--- config.mk ---
export PLATFORM = sky130hd
export DESIGN_NAME = mux_2to1
export DESIGN_NICKNAME = d
export VERILOG_FILES = /design/src/rtl/mux_2to1.sv
export SDC_FILE = /design/constraint.sdc
export NUM_CORES = 1
export LEC_CHECK = 0
export ABC_AREA = 0
export CORE_MARGIN = 4
export CORE_UTILIZATION = 30
export CTS_CLUSTER_DIAMETER = 100
export CTS_CLUSTER_SIZE = 28
export DETAILED_ROUTE_END_ITERATION = 10
export GPL_TIMING_DRIVEN = 1
export MAX_ROUTING_LAYER = met4
export PLACE_DENSITY = 0.68
export SYNTH_ARGS = -nofsm -noshare
export SYNTH_HDL_FRONTEND = slang
export SYNTH_SLANG_ARGS = --single-unit
--- constraint.sdc ---
create_clock -name clk -period 1.5 [get_ports clk]
set_input_delay 0.3 -clock clk [delete_from_list [all_inputs] [get_ports clk]]
set_output_delay 0.3 -clock clk [all_outputs]
set_load 0.05 [all_outputs]
--- src/rtl/mux_2to1.sv ---
// Registered 2:1 bus multiplexer with a one-entry valid/ready output stage.
// Optional build macro: MUX2TO1_SWITCH_CNT_EN adds the sel_switch_cnt port and counter.
module mux_2to1 #(
  parameter int BUS_WIDTH = 16
) (
  input  logic                 clk,
  input  logic                 rst,
  input  logic                 sel,
  input  logic [BUS_WIDTH-1:0] in0,
  input  logic [BUS_WIDTH-1:0] in1,
  input  logic                 in_valid,
  output logic                 in_ready,
  output logic [BUS_WIDTH-1:0] out,
  output logic                 out_valid,
`ifdef MUX2TO1_SWITCH_CNT_EN
  output logic [15:0]          sel_switch_cnt,
`endif
  input  logic                 out_ready
);

  // Handshake: a word moves on any cycle where valid && ready are both high.
  // On the input side, ready means the output register is empty or draining
  // this cycle; it never looks at in_valid. On the output side, out is frozen
  // while out_valid is high and out_ready is low.

  logic [BUS_WIDTH-1:0] r_out;
  logic                 r_out_valid;
  logic [BUS_WIDTH-1:0] w_next;
  logic                 w_accept;
  logic                 w_drain;

  assign w_next   = sel ? in1 : in0;
  assign in_ready = !r_out_valid || out_ready;
  assign w_accept = in_valid && in_ready;
  assign w_drain  = r_out_valid && out_ready;

  always_ff @(posedge clk) begin
    if (rst) begin
      r_out       <= '0;
      r_out_valid <= 1'b0;
    end else if (w_accept) begin
      r_out       <= w_next;
      r_out_valid <= 1'b1;
    end else if (w_drain) begin
      r_out_valid <= 1'b0;
    end
  end

  assign out       = r_out;
  assign out_valid = r_out_valid;

`ifdef MUX2TO1_SWITCH_CNT_EN
  logic [15:0] r_switch_cnt;
  logic        r_last_sel;

  // The first accept after reset compares against a last-sel of 0; wraps at 16 bits.
  always_ff @(posedge clk) begin
    if (rst) begin
      r_switch_cnt <= 16'h0000;
      r_last_sel   <= 1'b0;
    end else if (w_accept) begin
      r_last_sel <= sel;
      if (sel != r_last_sel) begin
        r_switch_cnt <= r_switch_cnt + 16'h0001;
      end
    end
  end

  assign sel_switch_cnt = r_switch_cnt;
`endif

endmodule

==> impl_results.md, run 1 <==
- Status: finished, final reports clean
- Mapped Area: roughly 860 µm²
- Leakage: 0.657 nW
- Post-synth ARST share: 0
- IO buf count: 54
- Post_cts resized: 0
- Gp weighted congestion: 0.695
- HP Start: out[9]$_SDFFE_PP0P_
- DR WL/cell: roughly 14 µm
- First-pass GRT wire length: around 3.6 mm
- Gr usage total: 0.132
- Clock slew at reported path FFs: approximately 0.09 ns
- Flop-to-flop setup slack: about 0.42 ns
- H-tree depth: 1
- Setup Skew: roughly 0.0011 ns
- Final min period: ~1.3 ns
- Initial Util: 0.314
- Period utilization: 0.899
- Skew-Pair Late Insertion Delay: 0.28 ns
- Number of synthesized flops with an enable pin: 0
- CP endpoint: in_ready
- CTS buffer count: 3
- Drt pass-1 iters: 4
- Post-synth top area cell: dfxtp_1
- CTS max path bufs: 2
- Worst hold slack: about 0.56 ns
- GRT overflow: 0
- Max_cap viols: 0
- Crit path from: out_ready
- Antenna violations before repair: 0
- Die X-Extent: a little over 60 µm
- Vias in the first global route: 790
- Reg2reg start: out_valid$_SDFFE_PP0P_
- Cells after synthesis: slightly below 80
- Worst path max stage delay: around 0.45 ns
- Xor/xnor cell area share of the yosys netlist: 0
- Synth cell types: 14
- CP required: ~1.2 ns
- Number of setup violations in the final report: 0
- Path type of the worst setup path: primary input to output port
- Number of setup buffers added after CTS: 0
- Routed Antenna Nets: 0
- Hold Fails Final Rpt: 0
- Startpoint types: primary input
- Cts hold-fix bufs: 0
- Filler cell count: 220
- Area growth syn-to-layout: 91.1%
- DIE HEIGHT: approximately 60 µm
- Synth Area in Compound Gates: 0.298
- # DRC: 0
- Largest family of logic cells by synthesized area: compound AO/OA/AOI/OAI gates
- Antenna cells: 0
- Synth area leaders: dfxtp_1, mux2i_1, a211oi_2, a21oi_1, a211oi_1
- Tightest Pin Transition: ~0.23 ns
- Vias after detailed routing: 800
- Syn nets: about 120
- Most used DFF post-synth: dfxtp_1
- R2R depth: 3
- Max VDD drop: 502 µV
- Hpwl dp: 1.87 mm
- Die Area: ~0.0038 mm²
- Dpl cell area: 0.00161 mm²
- Setup TNS: 0 ns
- Critical Path AT: between 1 and 1.5 ns
- Row cnt: 19
- PwrDens: between 700 and 800 mW/mm²
- Layout Nets: 171
- R2r endpoint: out[9]$_SDFFE_PP0P_
- Post-route cell area: around 0.0016 mm²
- Setup crit end kind: output port
- IO Pins: 55
- Synth Area in Adders: 0
- Post-Syn Area per Cell: 10.8 µm²
- Crit path max-delay cell type: clkdlybuf4s50_1
- Worst slew margin: 0.845
- DR iter-0 viols: 9
- Via-to-Cell Ratio: just under 5
- Final Max Tran Viols: 0
- HP Class: register to register
- RSZ-0062 raised after global routing: no
- Proportion of synthesized area in mux cells: 0.187
- Power, Total: around 1.3 mW
- CTS sink cnt: 17
- Post-Synth Simple-Gate Area: 0.0263
- Flops & latches, synth: 17
- CP cell instances: clkdlybuf4s50_1 -> nand2b_4 -> buf_12
- Share of the synthesized area in the top cell type: 0.397
- Fmax: around 740 MHz
- Fin util: 0.599
- Root buffer cell: clkbuf_4
- Largest net degree at the start of global routing: 18
- CP max FO: 4
- WL final: 2.37 mm
- CTS tree: done
- Core box area: between 0.002 and 0.003 mm²
- Sequential share of the synthesized area: 0.397
- Yosys warnings: 0
- Share of layout cells above drive strength 1: 0.293
- Post-synth top cells: a21oi_1, dfxtp_1, mux2i_1, a211oi_2, a211oi_1
[layout by cell type (no fill, tap or decap)]
cell / n
a211oi_1: 6
dfxtp_1: 17
clkbuf_4: 3
clkbuf_1: 1
mux2i_1: 16
and2_4: 1
a211oi_2: 10
buf_12: 20
nand2b_4: 1
a21oi_1: 17
clkdlybuf4s50_1: 36
buf_4: 4
inv_1: 1
[metrics by stage]
step	setup WS (ns)	instances
2_1_floorplan	0.00635	79
3_3_place_gp	0.0496	160
3_5_place_dp	0.0313	160
4_1_cts	0.148	164
5_1_grt	0.142	164
6_report	0.152	164
[cell type report]
type,instances,area (µm²),area share
sequential,17,340,0.208
timing repair buffer,60,791,0.483
tap,31,38.8,0.0237
multi-input combinational,51,438,0.267
clock buffer,4,26.3,0.0160
inverter,1,3.75,0.00229
[how the worst min path moves through the flow]
stage,depth (start not counted),endpoint,slack [ns]
after detailed placement,2,out[10]$_SDFFE_PP0P_,0.55
after CTS,2,out[9]$_SDFFE_PP0P_,0.57
after global routing,2,out[13]$_SDFFE_PP0P_,0.59
after floorplan,2,out[10]$_SDFFE_PP0P_,0.53
after global placement,2,out[15]$_SDFFE_PP0P_,0.54
final,2,out[9]$_SDFFE_PP0P_,0.56
[sequential cells by signal, indices dropped and copies added, names as in the netlist]
register and count:
out 16, out_valid 1
[power by group]
part	internal (mW)	switching, mW	leakage [nW]
combinational	0.294	0.245	0.501
clock	0.103	0.138	0.0150
sequential	0.489	0.0410	0.141
[cells by family after synthesis]
kind of cell,Yosys count
AO/OA/AOI/OAI,33
flip-flops,17
multiplexers,16
buffers and inverters,11
AND/OR/NAND/NOR,2
[worst max-delay path, delay by kind of cell]
family | cells | cell delay (ns)
AND/OR/NAND/NOR | 1 | 0.15
buffers and inverters | 2 | 0.59
[routing by layer]
| layer | track usage | wire length, µm | vias up |
|---|---|---|---|
| met2 | 0.211 | 1060 | 45 |
| met4 | 0.0273 | 14 | 0 |
| met3 | 0.0587 | 361 | 2 |
| met5 | - | 0 | - |
| met1 | 0.154 | 939 | 349 |
| li1 | - | - | 404 |
No activity file was read; power rests on OpenSTA's default activity.
==> run 2, diff against run 1 <==
- SKIP_LAST_GASP: not set -> 1
==> results of run 2 <==
Final layout, timing and power as in run 1 (identical DEF).
